===== src/rtl/ws2812_scheduler_if.sv =====
// ws2812_scheduler_if: requester write ports, pixel stream and status of the WS2812 frame scheduler
interface ws2812_scheduler_if;
  logic        req_a;
  logic [7:0]  idx_a;
  logic [23:0] color_a;
  logic        grant_a;
  logic        req_b;
  logic [7:0]  idx_b;
  logic [23:0] color_b;
  logic        grant_b;
  logic        px_valid;
  logic [23:0] px_data;
  logic        px_ready;
  logic        busy;
  logic        frame_done;
  logic        err_oor;
  logic        overrun;
  modport master (
    output req_a, idx_a, color_a, req_b, idx_b, color_b, px_ready,
    input  grant_a, grant_b, px_valid, px_data, busy, frame_done, err_oor, overrun
  );
  modport slave (
    input  req_a, idx_a, color_a, req_b, idx_b, color_b, px_ready,
    output grant_a, grant_b, px_valid, px_data, busy, frame_done, err_oor, overrun
  );
endinterface


===== src/rtl/ws2812_scheduler.sv =====
// ws2812_scheduler: pixel buffer with A>B write arbitration, streamed to the WS2812 encoder on each refresh tick.
// Define WS2812_DIRTY_ONLY_EN to skip frames when nothing was written since the last one.
module ws2812_scheduler #(
  parameter int NUM_LEDS   = 8,
  parameter int CLK_FRE    = 27_000_000,
  parameter int REFRESH_HZ = 50,
  parameter int LATCH_CYC  = 2700
) (
  input logic clk,
  input logic reset,
  ws2812_scheduler_if.slave io
);
  localparam int PER = CLK_FRE / REFRESH_HZ;
  localparam int IW  = NUM_LEDS > 1 ? $clog2(NUM_LEDS) : 1;
  localparam int CW  = PER > 1 ? $clog2(PER) : 1;
  localparam int LW  = LATCH_CYC > 1 ? $clog2(LATCH_CYC) : 1;
  typedef enum logic [1:0] {IDLE, SEND, LATCH} state_t;
  state_t state, state_n;
  logic [23:0] pix [NUM_LEDS];
  logic [CW-1:0] cnt;
  logic [LW-1:0] lcnt, lcnt_n;
  logic [IW-1:0] send_idx, send_idx_n;
  logic [23:0] px_data_n, wr_color;
  logic [7:0] wr_idx;
  logic pending, pending_n, px_valid_n, tick, go, hs, last, wr, wr_ok, send_ok;
  assign tick     = cnt == CW'(PER - 1);
  assign go       = tick || pending;
  assign hs       = io.px_valid && io.px_ready;
  assign last     = send_idx == IW'(NUM_LEDS - 1);
  assign wr       = io.req_a || io.req_b;
  assign wr_idx   = io.req_a ? io.idx_a : io.idx_b;
  assign wr_color = io.req_a ? io.color_a : io.color_b;
  assign wr_ok    = wr && ({1'b0, wr_idx} < 9'(NUM_LEDS));
  assign io.frame_done = state == LATCH && lcnt == LW'(LATCH_CYC - 1);
`ifdef WS2812_DIRTY_ONLY_EN
  logic dirty;
  // a write landing on the frame-start edge keeps the flag set
  always_ff @(posedge clk) begin
    if (reset) dirty <= 1'b0;
    else if (wr_ok) dirty <= 1'b1;
    else if (state == IDLE && go) dirty <= 1'b0;
  end
  assign send_ok = dirty;
`else
  assign send_ok = 1'b1;
`endif
  always_comb begin
    state_n    = state;
    send_idx_n = send_idx;
    lcnt_n     = lcnt;
    px_valid_n = io.px_valid;
    px_data_n  = io.px_data;
    pending_n  = (tick && state != IDLE) ? 1'b1 : pending;
    case (state)
      IDLE: if (go) begin
        pending_n = 1'b0;
        if (send_ok) begin
          state_n    = SEND;
          send_idx_n = '0;
          px_data_n  = pix[0];
          px_valid_n = 1'b1;
        end
      end
      SEND: if (hs) begin
        if (last) begin
          px_valid_n = 1'b0;
          lcnt_n     = '0;
          state_n    = LATCH;
        end else begin
          send_idx_n = send_idx + 1'b1;
          px_data_n  = pix[send_idx + 1'b1];
        end
      end
      LATCH: begin
        state_n = io.frame_done ? IDLE : LATCH;
        lcnt_n  = io.frame_done ? lcnt : lcnt + 1'b1;
      end
      default: state_n = IDLE;
    endcase
  end
  always_ff @(posedge clk) begin
    if (reset) begin
      state       <= IDLE;
      cnt         <= '0;
      lcnt        <= '0;
      send_idx    <= '0;
      pending     <= 1'b0;
      io.overrun  <= 1'b0;
      io.px_valid <= 1'b0;
      io.px_data  <= '0;
      io.busy     <= 1'b0;
      io.grant_a  <= 1'b0;
      io.grant_b  <= 1'b0;
      io.err_oor  <= 1'b0;
      for (int i = 0; i < NUM_LEDS; i++) pix[i] <= '0;
    end else begin
      state       <= state_n;
      cnt         <= tick ? '0 : cnt + 1'b1;
      lcnt        <= lcnt_n;
      send_idx    <= send_idx_n;
      pending     <= pending_n;
      io.overrun  <= io.overrun || (tick && state != IDLE && pending);
      io.px_valid <= px_valid_n;
      io.px_data  <= px_data_n;
      io.busy     <= state_n != IDLE;
      io.grant_a  <= io.req_a;
      io.grant_b  <= !io.req_a && io.req_b;
      io.err_oor  <= wr && !wr_ok;
      if (wr_ok) pix[wr_idx[IW-1:0]] <= wr_color;
    end
  end
endmodule


===== src/flat_wrapper.sv =====
// flat-port wrapper written by rule: the top's interface ports become plain ports
module ws2812_scheduler_flat 
#(
  parameter int NUM_LEDS   = 8,
  parameter int CLK_FRE    = 27_000_000,
  parameter int REFRESH_HZ = 50,
  parameter int LATCH_CYC  = 2700
)
  (clk, reset, io_req_a, io_idx_a, io_color_a, io_req_b, io_idx_b, io_color_b, io_px_ready, io_grant_a, io_grant_b, io_px_valid, io_px_data, io_busy, io_frame_done, io_err_oor, io_overrun);
  ws2812_scheduler_if io_i ();
  input logic clk;
  input logic reset;
  input wire logic [$bits(io_i.req_a)-1:0] io_req_a;
  input wire logic [$bits(io_i.idx_a)-1:0] io_idx_a;
  input wire logic [$bits(io_i.color_a)-1:0] io_color_a;
  input wire logic [$bits(io_i.req_b)-1:0] io_req_b;
  input wire logic [$bits(io_i.idx_b)-1:0] io_idx_b;
  input wire logic [$bits(io_i.color_b)-1:0] io_color_b;
  input wire logic [$bits(io_i.px_ready)-1:0] io_px_ready;
  output wire logic [$bits(io_i.grant_a)-1:0] io_grant_a;
  output wire logic [$bits(io_i.grant_b)-1:0] io_grant_b;
  output wire logic [$bits(io_i.px_valid)-1:0] io_px_valid;
  output wire logic [$bits(io_i.px_data)-1:0] io_px_data;
  output wire logic [$bits(io_i.busy)-1:0] io_busy;
  output wire logic [$bits(io_i.frame_done)-1:0] io_frame_done;
  output wire logic [$bits(io_i.err_oor)-1:0] io_err_oor;
  output wire logic [$bits(io_i.overrun)-1:0] io_overrun;
  assign io_i.req_a = io_req_a;
  assign io_i.idx_a = io_idx_a;
  assign io_i.color_a = io_color_a;
  assign io_i.req_b = io_req_b;
  assign io_i.idx_b = io_idx_b;
  assign io_i.color_b = io_color_b;
  assign io_i.px_ready = io_px_ready;
  assign io_grant_a = io_i.grant_a;
  assign io_grant_b = io_i.grant_b;
  assign io_px_valid = io_i.px_valid;
  assign io_px_data = io_i.px_data;
  assign io_busy = io_i.busy;
  assign io_frame_done = io_i.frame_done;
  assign io_err_oor = io_i.err_oor;
  assign io_overrun = io_i.overrun;
  ws2812_scheduler #(.NUM_LEDS(NUM_LEDS), .CLK_FRE(CLK_FRE), .REFRESH_HZ(REFRESH_HZ), .LATCH_CYC(LATCH_CYC)) u_core (.clk(clk), .reset(reset), .io(io_i));
endmodule

===== config.mk =====
export PLATFORM = sky130hd
export DESIGN_NAME = ws2812_scheduler_flat
export DESIGN_NICKNAME = d
export VERILOG_FILES = /design/src/rtl/ws2812_scheduler_if.sv /design/src/rtl/ws2812_scheduler.sv /design/src/flat_wrapper.sv
export SDC_FILE = /design/constraint.sdc
export NUM_CORES = 1
export LEC_CHECK = 0
export ABC_AREA = 0
export ABC_CLOCK_PERIOD_IN_PS = 2400
export BUFFER_PORTS_ARGS = -buffer_cell sky130_fd_sc_hd__buf_2
export CAP_MARGIN = 15
export CORE_UTILIZATION = 35
export CTS_BUF_LIST = sky130_fd_sc_hd__clkbuf_2
export CTS_CLUSTER_DIAMETER = 150
export DETAILED_ROUTE_END_ITERATION = 8
export HOLD_SLACK_MARGIN = 0.12
export PLACE_DENSITY = 0.57
export SYNTH_ARGS = -nofsm -noshare
export SYNTH_HDL_FRONTEND = slang
export SYNTH_SLANG_ARGS = --single-unit

===== constraint.sdc =====
create_clock -name clk -period 2.4 [get_ports clk]
set_input_delay 0.36 -clock clk [delete_from_list [all_inputs] [get_ports clk]]
set_output_delay 0.36 -clock clk [all_outputs]
set_load 0.01 [all_outputs]

=== Word level (Yosys, flattened, before mapping) ===
Memory sizes are Yosys's and may differ from the RTL's.
Index checks and enable logic that the tools add are counted.
Widths: inputs -> output; s select.

* Register bits after elaboration: 68
* Bits in latches: 0
* Memory bits (writable): 192
* Bits in read-only memories: 0
* Bits of input ports: 69
* Memories kept: 1

{| class="wikitable"
|+ Memory list
! name !! words !! bits a word !! rd ports !! clocked after memory_dff !! write ports !! line !! source
|-
| u_core.pix || 8 || 24 || 2 || 0 || 8 || ws2812_scheduler.sv:19 || <nowiki>logic [23:0] pix [NUM_LEDS];</nowiki>
|}

* Add/subtract/negate cells: 3
* $mul: 0
* Div/mod/pow operators: 0
* Magnitude comparators: 1
* Equal/unequal tests: 10
* Shift-type cells: 0
* Multiplexer cells: 34
* Bitwise operators: 0
* Reduce and logical (&&, ||, !) cells: 22

{| class="wikitable"
|+ Operators by type and width
! cell !! count
|-
| $mux 24 || 5
|-
| $pmux 24 s2 || 1
|-
| $mux 12 || 3
|-
| $pmux 12 s2 || 1
|-
| $reduce_or 24->1 || 1
|-
| $add 20x1->20 const B || 1
|-
| $eq 20x20->1 const B || 1
|-
| $add 12x1->12 const B || 1
|-
| $eq 12x12->1 const B || 1
|-
| $mux 1 || 12
|-
| $mux 3 || 4
|-
| $reduce_and 4->1 || 3
|-
| $lt 8x4->1 const B || 1
|-
| $mux 2 || 4
|-
| $mux 8 || 1
|-
| $reduce_bool 2->1 || 4
|-
| $logic_and 1x1->1 || 7
|-
| $ne 2x1->1 const B || 3
|-
| $pmux 2 s3 || 1
|-
| $pmux 3 s2 || 1
|-
| $ne 2x2->1 const B || 2
|-
| $add 3x1->3 const B || 1
|-
| $eq 3x3->1 const B || 1
|-
| $logic_or 1x1->1 || 3
|-
| 6 further kinds || 7
|}

=== Logic depth before layout (Yosys ltp) ===
Gate-level depths: netlist of the first run.

* Depth in word-level cells: 8
* Gate-level depth with buffers: 8

=== Worst setup path after synthesis of the first run ===
OpenSTA, ideal clock, no wires.

* Kind: in2reg
* From: in io_req_a
* To: mem u_core.pix[2][0], enable pin
* Library setup time: 384 ps
* Arrival time: 2,052 ps
* Data required time: 2,016 ps
* Slack: -36 ps
* Cell stages on the path: 6
* Buffers on the path: 1
* Cells stage by stage: buf_2 -> nor4_1 -> a22oi_1 -> nor3b_1 -> nand2_1 -> nand2b_1

{| class="wikitable"
|+ RTL lines
! what !! line !! source
|-
| start: declaration || flat_wrapper.sv:13 || <nowiki>input wire logic [$bits(io_i.req_a)-1:0] io_req_a;</nowiki>
|-
| end: declaration || ws2812_scheduler.sv:19 ||
|}

=== Final worst setup path of the first run ===
* From: reg u_core.lcnt[0]
* To: out io_frame_done

* Longest elaborated chain between the ends: 2

{| class="wikitable"
|+ Ends and longest elaborated chain
! what !! line !! source
|-
| start: declaration || ws2812_scheduler.sv:21 || <nowiki>logic [LW-1:0] lcnt, lcnt_n;</nowiki>
|-
| start signal: assignment || ws2812_scheduler.sv:99 || <nowiki>lcnt <= lcnt_n;</nowiki>
|-
| $eq 12x12->1 || ws2812_scheduler.sv:34 || <nowiki>assign io.frame_done = state == LATCH && lcnt == LW'(LATCH_CYC - 1);</nowiki>
|-
| $logic_and 1x1->1 || ws2812_scheduler.sv:34 ||
|-
| end: declaration || flat_wrapper.sv:25 || <nowiki>output wire logic [$bits(io_i.frame_done)-1:0] io_frame_done;</nowiki>
|}

Every way passes these cells.

==> out/results.ini, run 1 <==
[pwr]
powerDensity_nw_per_um2=608.7
vdd_drop_max_uv=238.8
power_leakage_nw=5.307

[cells_and_area]
layout-drive-gt1-share=0.2646
final_nets=1307
areaGrowthSynthToFinish_pct=25.00
stdcell_area_um2=14530
nFillCells=3081

[sta]
worst_pin_slew_ns=0.6332
rsz0062_at_grt=true
hold_violations=0
finClkSkew_ns=0.08446
setup_tns_ns=0
slew_violations=0
setup_violations=0
layout_min_cycle_time_ns=2.231
fin_crit_sh=0.9294
fmax_mhz=448.3
slew_headroom=0.5779

[clocking]
cts-root-buf=clkbuf_2
clkSlewWorstSetupHoldPaths_ns=0.12
clock_latency_ns=0.84
htree_num_levels=3
cts_made_buffers=68
clk_path_buf_depth=3
cts_tree=yes
clock_sinks=260

[global_routing]
use_met3=0.03497
grt_max_degree=43
busiest_layer=met2
grt_pass1_wl_um=48200
grtUsageMet1=0.2509
grt_pass1_vias=8527
antenna_found_initial=1
grt_overflow=0
grt_util_met2=0.3068
track_usage=0.1893

[critical_path]
path_depth=5
crit_chain=ha_4 -> and4b_1 -> nand3_1 -> nor2_1 -> buf_2
critPathSlowestCell=dfxtp_4
cp_num_buf_inv=1
path_max_fanout=4
endpoint_kind=primary output
r2r_start=u_core.send_idx[0]
r2r_slack_ns=0.21
reg2reg_depth=7
criticalPathCategory=flip-flop to primary output
critical-path-top-delay-family=simple AND/OR/NAND/NOR gates
cp.arrival_ns=1.87
slowest_delay_ns=0.38
r2r_end=u_core.io.px_data[3]
cp-start-kind=flip-flop
worst-endpoint-required_ns=2.04

[synth]
yosysTopAreaCell=edfxtp_1
synth_nets=1061
synth.avg_cell_area_um2=11.77
yosysWarnings=0
synth.distinct_cells=45
seq_area_frac_synth=0.6131
ys_ff_latch=260
syn_inst=988
synth.area.top_cells=edfxtp_1 50%, dfxtp_1 12%, mux2i_1 11%, nor2_1 8.5%, a22oi_1 3.2%
synth.top_cell.area_share=0.4960
syn_area_um2=11620

[route]
drt_iter0_markers=591
wl_per_cell_um=18.37
via_per_inst=4.962
antenna_left=0
drcViolationCount=0
dr.pass1.iters=7
num_vias=8574
drt-total-wl_um=31750

[hold_path]
holdCritPathClass=input pin to flip-flop
hold-path-cell-count=6
worstHoldStart=io_idx_b[2]
min_to=u_core.pix[0][10]

[die]
die_area_um2=33950
core_area_um2=32620
die_y_um=184.2
die_w_um=184.2
io-pin-count=100
initial_core_util=0.3564
rows=66

[placement]
hpwlAfterDp_um=20010
place_congestion=0.7798
placed_cell_area_um2=13240
io_buffers=99

[run]
timing.max_cap.violations=0

[outcome]
status=completed

-- flip-flops by register name, indices dropped and copies added, names as in the netlist --
signal,flops
u_core.io.grant_a,1
u_core.pending,1
u_core.pix,192
u_core.lcnt,12
u_core.send_idx,3
u_core.state,2
u_core.io.px_data,24
u_core.io.busy,1
u_core.io.grant_b,1
u_core.cnt,20
u_core.io.overrun,1
u_core.io.px_valid,1
u_core.io.err_oor,1
-- synthesized netlist by cell type (all sizes together) --
| cell | number |
|---|---|
| mux2i | 123 |
| nand2b | 11 |
| dfxtp | 68 |
| nand4 | 11 |
| and4b | 2 |
| nor2b | 6 |
| nand2 | 40 |
| and2 | 5 |
| a211oi | 1 |
| buf | 24 |
| a311oi | 24 |
| nor2 | 264 |
| nor3b | 3 |
| a21oi | 6 |
| xnor2 | 8 |
| and4 | 3 |
| nand4b | 1 |
| ha | 4 |
| a22oi | 49 |
| nand3 | 34 |
| edfxtp | 192 |
| o21ai | 5 |
| or2 | 4 |
| o32ai | 4 |
| a31oi | 1 |
| o31ai | 1 |
| nor4bb | 1 |
| inv | 11 |
| and3 | 5 |
| and4bb | 1 |
| xor2 | 19 |
| o2111ai | 3 |
| nor4b | 1 |
| a41o | 1 |
| o41ai | 1 |
| o21bai | 1 |
| nor4 | 3 |
| clkbuf | 40 |
| mux2 | 1 |
| nor3 | 6 |
-- final cells by class --
type	instances	area (µm²)	share of cell area
Multi-Input combinational cell	653	4250	0.2925
Tap cell	442	553.0	0.03806
Timing Repair Buffer	240	1909	0.1314
Clock inverter	20	137.6	0.009471
Antenna cell	1	2.502	0.0001722
Sequential cell	260	7132	0.4908
Inverter	11	41.29	0.002841
Clock buffer	101	505.5	0.03479
-- per-layer routing --
metal	vias up	routed length, µm
met3	45	1995
met5	-	0
li1	4113	-
met1	4138	13920
met4	0	724
met2	278	15110
-- per-stage QoR --
step,total power [mW],util,hold slack [ns],setup slack [ns],instances
2_1_floorplan,5.371,-,0.4175,0.2218,988
3_3_place_gp,5.690,0.4059,0.4303,0.1181,1547
3_5_place_dp,5.698,0.4059,0.4426,0.06134,1547
4_1_cts,8.945,0.4427,0.3000,0.003724,1723
5_1_grt,9.232,0.4455,0.3167,-0.003512,1728
6_report,8.845,0.4455,0.3712,0.1695,1728
-- cells by family after synthesis --
group	share of synthesized area
DFF	0.6131
and+or+nand+nor	0.1490
adders and majority gates	0.004305
buffers and inverters	0.02863
xor gates and xnor gates	0.02034
AOI/OAI and AO/OA	0.07782
muxes	0.1069
-- what timing repair did --
action | 4_1_cts | 5_1_grt
gates resized for setup | 3 | 7
hold endpoints to repair | 200 | 0
setup buffers | 0 | 3
endpoints found under the setup margin | 1 | 23
cloned | 0 | 1
pin swaps | 0 | 2
hold buffers | 55 | 0
-- worst max-delay path by stage --
stage / endpoint / startpoint / slack, ns
floorplan: u_core.pix[2][0] / io_req_a / 0.22
global placement: u_core.io.px_data[5] / u_core.send_idx[0] / 0.12
detailed placement: u_core.io.px_data[3] / u_core.send_idx[0] / 0.06
CTS: io_frame_done / u_core.lcnt[0] / 0.004
global route: io_frame_done / u_core.lcnt[0] / -0.004
finish: io_frame_done / u_core.lcnt[0] / 0.17
-- worst register-to-register path, delay by kind of cell, from the launching register on --
kind                       cells  cell delay, ns
and+or+nand+nor                2            0.64
adders and majority gates      2            0.57
DFF                            1            0.35
buffers and inverters          1            0.27
AOI/OAI and AO/OA              2            0.19
-- power by group --
| group | internal (mW) | switching (mW) | total, mW |
|---|---|---|---|
| Sequential | 4.98 | 0.0564 | 5.03 |
| Combinational | 0.285 | 0.353 | 0.639 |
| Clock | 1.34 | 1.83 | 3.17 |
| Total | 6.60 | 2.24 | 8.85 |
-- placed cells by master, fill, tap and decap left out, types with 3 or more instances in the layout --
| master | instances |
|---|---|
| o21ai_0 | 4 |
| edfxtp_1 | 192 |
| xnor2_1 | 8 |
| buf_12 | 16 |
| nand2b_2 | 8 |
| nand4_1 | 11 |
| and3_1 | 5 |
| a22oi_1 | 49 |
| clkinv_1 | 13 |
| nor4_1 | 3 |
| nor2_1 | 263 |
| nand2_1 | 40 |
| nor2b_1 | 3 |
| mux2i_1 | 123 |
| and4_1 | 3 |
| nor3b_1 | 3 |
| buf_4 | 69 |
| o2111ai_1 | 3 |
| nor3_1 | 6 |
| or2_2 | 4 |
| a311oi_2 | 23 |
| inv_1 | 11 |
| clkbuf_2 | 101 |
| dfxtp_1 | 66 |
| xor2_1 | 19 |
| a21oi_1 | 6 |
| nand3_1 | 34 |
| o32ai_1 | 4 |
| nand2b_1 | 3 |
| and2_1 | 5 |
| dlygate4sd3_1 | 55 |
| buf_2 | 99 |
Note: power is estimated with default switching activity, not from simulation.
==> inputs of run 2 (changes only) <==
--- a/config.mk
+++ b/config.mk
@@ -9,6 +9,7 @@
 export ABC_CLOCK_PERIOD_IN_PS = 2400
 export BUFFER_PORTS_ARGS = -buffer_cell sky130_fd_sc_hd__buf_2
 export CAP_MARGIN = 15
+export CORE_MARGIN = 8
 export CORE_UTILIZATION = 35
 export CTS_BUF_LIST = sky130_fd_sc_hd__clkbuf_2
 export CTS_CLUSTER_DIAMETER = 150
==> run 2 against run 1 <==
Setup slack worse by 0.098 ns. Largest power group unchanged. Design area is 0.14% higher. Combinational power is 3% lower.
==> out/results.ini, run 2 (synthesis gave the netlist of run 1 again) <==
[outcome]
status=completed

[global_routing]
antenna_found_initial=1
grt_pass1_vias=8881
grt_overflow=0
track_usage=0.1587
grt_pass1_wl_um=48370
grt_max_degree=32

[sta]
finClkSkew_ns=0.1017
setup_violations=0
slew_headroom=0.5030
setup_tns_ns=0
slew_violations=0
fin_crit_sh=0.9703
rsz0062_at_grt=false
worst_pin_slew_ns=0.7422
fmax_mhz=429.4
layout_min_cycle_time_ns=2.329
hold_violations=0

[critical_path]
r2r_start=u_core.send_idx[0]
cp.arrival_ns=3.06
cp-startpoint=io_idx_b[3]
criticalPathCategory=input pin to flip-flop
endpoint_kind=flip-flop
path_max_fanout=3
reg2reg_depth=7
worst-endpoint-required_ns=3.13
r2r_end=u_core.io.px_data[4]
cp-start-kind=input pin
r2r_slack_ns=0.21

[route]
dr_wl_met2_um=15700
num_vias=8554
dr.pass1.iters=5
met1Wirelength_um=13250
highest_layer=met4
drcViolationCount=0
drt_iter0_markers=474
drt-total-wl_um=31120
via_per_inst=4.945
wl_met3_um=1265
antenna_left=0
wl_per_cell_um=17.99

[hold_path]
hold-path-cell-count=5
holdCritPathClass=input pin to flip-flop
worstHoldStart=io_idx_b[1]
min_to=u_core.pix[5][19]

[pwr]
vdd_drop_max_uv=252.7
comb_power_share=0.071
powerDensity_nw_per_um2=602.8
p_seq_frac=0.574
p_sw_mw=2.203
power_leakage_nw=5.317
power_frac_clock=0.355
swShare=0.2512
intPower_mw=6.569

[placement]
placed_cell_area_um2=13300
io_buffers=99
hpwlAfterDp_um=20260
place_congestion=0.8099

[clocking]
clkSlewWorstSetupHoldPaths_ns=0.10
clk_path_buf_depth=3
cts_tree=yes
clock_latency_ns=0.85
cts_made_buffers=70
cts-root-buf=clkbuf_2
clock_sinks=260
htree_num_levels=3

[die]
die_y_um=198.2
die_w_um=198.2
die_area_um2=39300
core_area_um2=32620
io-pin-count=100
initial_core_util=0.3564
rows=66

[run]
timing.max_cap.violations=0

[cells_and_area]
regMostFlops=u_core.pix
stdcell_area_um2=14550
layout_commonest_cell=nor2_1
final_nets=1311
reg.largest.list=u_core.pix: 192 flops, u_core.io.px_data: 24 flops, u_core.cnt: 20 flops
areaGrowthSynthToFinish_pct=25.18
layout_common_cells=263 x nor2_1, 192 x edfxtp_1, 123 x mux2i_1
largest_reg_flops=192
layout-drive-gt1-share=0.2688
nFillCells=3094

run 2: cell types whose count changed in the layout (fill, tap and decap cells not counted), moves of 2 or more:
cell	delta
inv_2	-2
buf_12	+4
buf_4	-3
nor2b_4	-2
clkinvlp_4	+2
clkinv_1	-6
dlygate4sd3_1	+2
nor2b_2	+2
clkbuf_2	+7
run 2: what timing repair did:
action,4_1_cts,5_1_grt
pin swaps,0,2
resized for setup,2,3
gates cloned,0,0
endpoints found under the hold margin,211,0
hold buffers,57,0
endpoints found under the setup margin,1,25
buffers inserted,0,3
run 2: how the worst max path moves through the flow:
stage | endpoint | slack [ns] | cells past startpoint
finish | u_core.io.err_oor | 0.07 | 9
global placement | u_core.send_idx[0] | 0.18 | 7
detailed placement | u_core.io.px_data[15] | 0.05 | 7
CTS | io_frame_done | 0.01 | 5
floorplan | u_core.pix[2][0] | 0.22 | 6
global route | io_frame_done | 0.002 | 5
run 2: power groups by stage:
stage          clock network, mW  logic [mW]  registers (mW)
2_1_floorplan                  0       0.250            5.12
3_3_place_gp                   0       0.539            5.13
3_5_place_dp                   0       0.544            5.14
4_1_cts                     3.23       0.629            5.04
5_1_grt                     3.46       0.674            5.05
6_report                    3.12       0.621            5.04
run 2: area by class of cell:
cell class | count | area (µm²) | area share
Tap cell | 442 | 553.0 | 0.03801
Clock buffer | 108 | 540.5 | 0.03715
Multi-Input combinational cell | 653 | 4227 | 0.2905
Clock inverter | 13 | 96.34 | 0.006621
Timing Repair Buffer | 242 | 1962 | 0.1348
Inverter | 11 | 41.29 | 0.002837
Antenna cell | 1 | 2.502 | 0.0001720
Sequential cell | 260 | 7129 | 0.4899
run 2: worst max-delay path, stage by stage:
cell and delay [ns]:
dlygate4sd3_1 0.54, buf_2 0.10, nor2_1 0.03, dlygate4sd3_1 0.54
a22oi_1 0.24, dlygate4sd3_1 0.60, inv_1 0.04, nor2_1 0.08
dlygate4sd3_1 0.53
run 2: stage by stage:
| step | util | power (mW) | hold slack (ns) | cells | setup WS, ns |
|---|---|---|---|---|---|
| finish | 0.4461 | 8.772 | 0.2751 | 1730 | 0.07133 |
| global route | 0.4461 | 9.191 | 0.2113 | 1730 | 0.002147 |
| CTS | 0.4448 | 8.893 | 0.1902 | 1726 | 0.009820 |
| detailed placement | 0.4077 | 5.683 | 0.4419 | 1548 | 0.04925 |
| global placement | 0.4077 | 5.672 | 0.4313 | 1548 | 0.1820 |
| floorplan | - | 5.371 | 0.4175 | 988 | 0.2218 |
run 2: per-layer routing:
metal | up-vias | GRT usage
met5 | - | 0
met1 | 4186 | 0.1861
li1 | 4121 | -
met4 | 0 | 0.06692
met3 | 64 | 0.03243
met2 | 183 | 0.2789
==> inputs of run 3 (changes only) <==
--- a/config.mk
+++ b/config.mk
@@ -6,16 +6,17 @@
 export NUM_CORES = 1
 export LEC_CHECK = 0
 export ABC_AREA = 0
-export ABC_CLOCK_PERIOD_IN_PS = 2400
+export ABC_CLOCK_PERIOD_IN_PS = 2600
 export BUFFER_PORTS_ARGS = -buffer_cell sky130_fd_sc_hd__buf_2
 export CAP_MARGIN = 15
 export CORE_MARGIN = 8
 export CORE_UTILIZATION = 35
 export CTS_BUF_LIST = sky130_fd_sc_hd__clkbuf_2
 export CTS_CLUSTER_DIAMETER = 150
+export CTS_CLUSTER_SIZE = 30
 export DETAILED_ROUTE_END_ITERATION = 8
 export HOLD_SLACK_MARGIN = 0.12
-export PLACE_DENSITY = 0.57
+export PLACE_DENSITY = 0.56
 export SYNTH_ARGS = -nofsm -noshare
 export SYNTH_HDL_FRONTEND = slang
 export SYNTH_SLANG_ARGS = --single-unit
==> constraint.sdc (replaced) <==
create_clock -name clk -period 2.6 [get_ports clk]
set_input_delay 0.39 -clock clk [delete_from_list [all_inputs] [get_ports clk]]
set_output_delay 0.39 -clock clk [all_outputs]
set_load 0.01 [all_outputs]
==> run 3 against run 2 <==
Die area is the same. Clock-buffer cell count fell by 90. Sequential cell count did not move. Design area is 5.1% lower. Critical endpoint is now u_core.pix[2][3]. Critical path depth is 1 lower. First-iteration DRC count up 2.5%. Global-route usage decreased by 0.97 points. Clock power shrank 56%. Register-to-register slack better by 0.14 ns. Largest cell class unchanged. Sequential power down 7.5%. Core utilization decreased by 2.3 points.
==> out/results.ini, run 3 (synthesis gave the netlist of run 1 again) <==
[global_routing]
grt_util_met2=0.2662
grt_pass1_wl_um=45490
grt_pass1_vias=7873
use_met3=0.01732
busiest_layer=met2
grtUsageMet1=0.1920
antenna_found_initial=1
grt_overflow=0
grt_max_degree=49
track_usage=0.1490

[route]
antenna_left=0
drcViolationCount=0
via_per_inst=4.976
drt-total-wl_um=29620
drt_iter0_markers=486
num_vias=8037
dr.pass1.iters=5
wl_per_cell_um=18.34

[placement]
placed_cells_incl_taps=1529
place_congestion=0.7634
pre_cts_ws_ns=0.2025
io_buffers=99
hpwlAfterDp_um=17920

[sta]
setup_tns_ns=0
worst_slack_ns=0.08775
hold_violations=0
slew_violations=0
setup_violations=0
fmax_mhz=398.0
slew_headroom=0.5138
rsz0062_at_grt=true
finClkSkew_ns=0.05854
layout_min_cycle_time_ns=2.512
fin_crit_sh=0.9663
worst_pin_slew_ns=0.7226

[die]
initial_core_util=0.3564
io-pin-count=100
die_y_um=198.2
die_w_um=198.2
die_area_um2=39300
rows=66
core_area_um2=32620

[cells_and_area]
reg.largest.list=u_core.pix: 192 flops, u_core.io.px_data: 24 flops, u_core.cnt: 20 flops
final_nets=1239
layout_commonest_cell=nor2_1
layout-drive-gt1-share=0.1930
fin_cells=1615
areaGrowthSynthToFinish_pct=18.85
largest_reg_flops=192
layout_common_cells=263 x nor2_1, 192 x edfxtp_1, 123 x mux2i_1
regMostFlops=u_core.pix

[critical_path]
criticalPathCategory=input pin to flip-flop
cp-start-kind=input pin
cp.arrival_ns=3.26
worst-endpoint-required_ns=3.34
r2r_slack_ns=0.35
path_max_fanout=24
endpoint_kind=flip-flop

[pwr]
vdd_drop_max_uv=244.2
power_leakage_nw=4.810
powerDensity_nw_per_um2=474.9

[run]
timing.max_cap.violations=0

[clocking]
cts_tree=yes
clk_path_buf_depth=3
clock_latency_ns=0.87
clock_sinks=260
cts_made_buffers=12
htree_num_levels=1
cts-root-buf=clkbuf_2
clkSlewWorstSetupHoldPaths_ns=0.55

[hold_path]
holdCritPathClass=input pin to flip-flop

[outcome]
status=completed

-- run 3: area by class of cell --
cell class | count | area (µm²)
fill | 3082 | 18800
sequential | 260 | 7134
multi-input combinational | 653 | 4220
timing repair buffer | 228 | 1760
tap | 442 | 553.0
clock buffer | 18 | 90.09
inverter | 11 | 41.29
clock inverter | 1 | 11.26
antenna | 2 | 5.005
-- run 3: through the flow --
stage	util	instance area [µm²]	power, mW	hold slack, ns
6_report	0.4236	13820	6.561	0.1887
5_1_grt	0.4235	13810	6.839	0.1366
4_1_cts	0.4219	13760	6.643	0.1208
3_5_place_dp	0.3992	13020	5.201	0.4466
3_3_place_gp	0.3992	13020	5.191	0.4301
2_1_floorplan	-	11620	4.958	0.4175
-- run 3: final timing paths --
path                  from                    end  cells past startpoint
max               io_req_a       u_core.pix[2][3]                      8
min            io_idx_b[1]       u_core.pix[6][2]                      5
max reg2reg  u_core.cnt[0]  u_core.io.px_data[12]                      7
min reg2reg  u_core.cnt[0]          u_core.cnt[0]                      1
-- run 3: critical path: stages --
cell and delay (ns):
dlygate4sd3_1 0.52, buf_2 0.24, buf_4 0.44, mux2i_1 0.26
dlygate4sd3_1 0.58, buf_4 0.17, nor2_1 0.05, dlygate4sd3_1 0.54
-- run 3: layer usage --
layer / vias up / part of all wire
met5: - / 0
met4: 0 / 0.013
met3: 20 / 0.042
met2: 178 / 0.50
met1: 3928 / 0.44
li1: 3911 / -
-- run 3: what timing repair did --
item                       CTS  global route
setup buffers                2             1
hold endpoints to repair   209             0
resized for setup            3             8
gates cloned                 0             0
hold buffers                62             0
setup endpoints to repair    1             5
pin swaps                    0             2
-- run 3: report_power, final --
part	internal [mW]	switching, mW
clock	0.190	1.17
combinational	0.245	0.289
sequential	4.61	0.0500
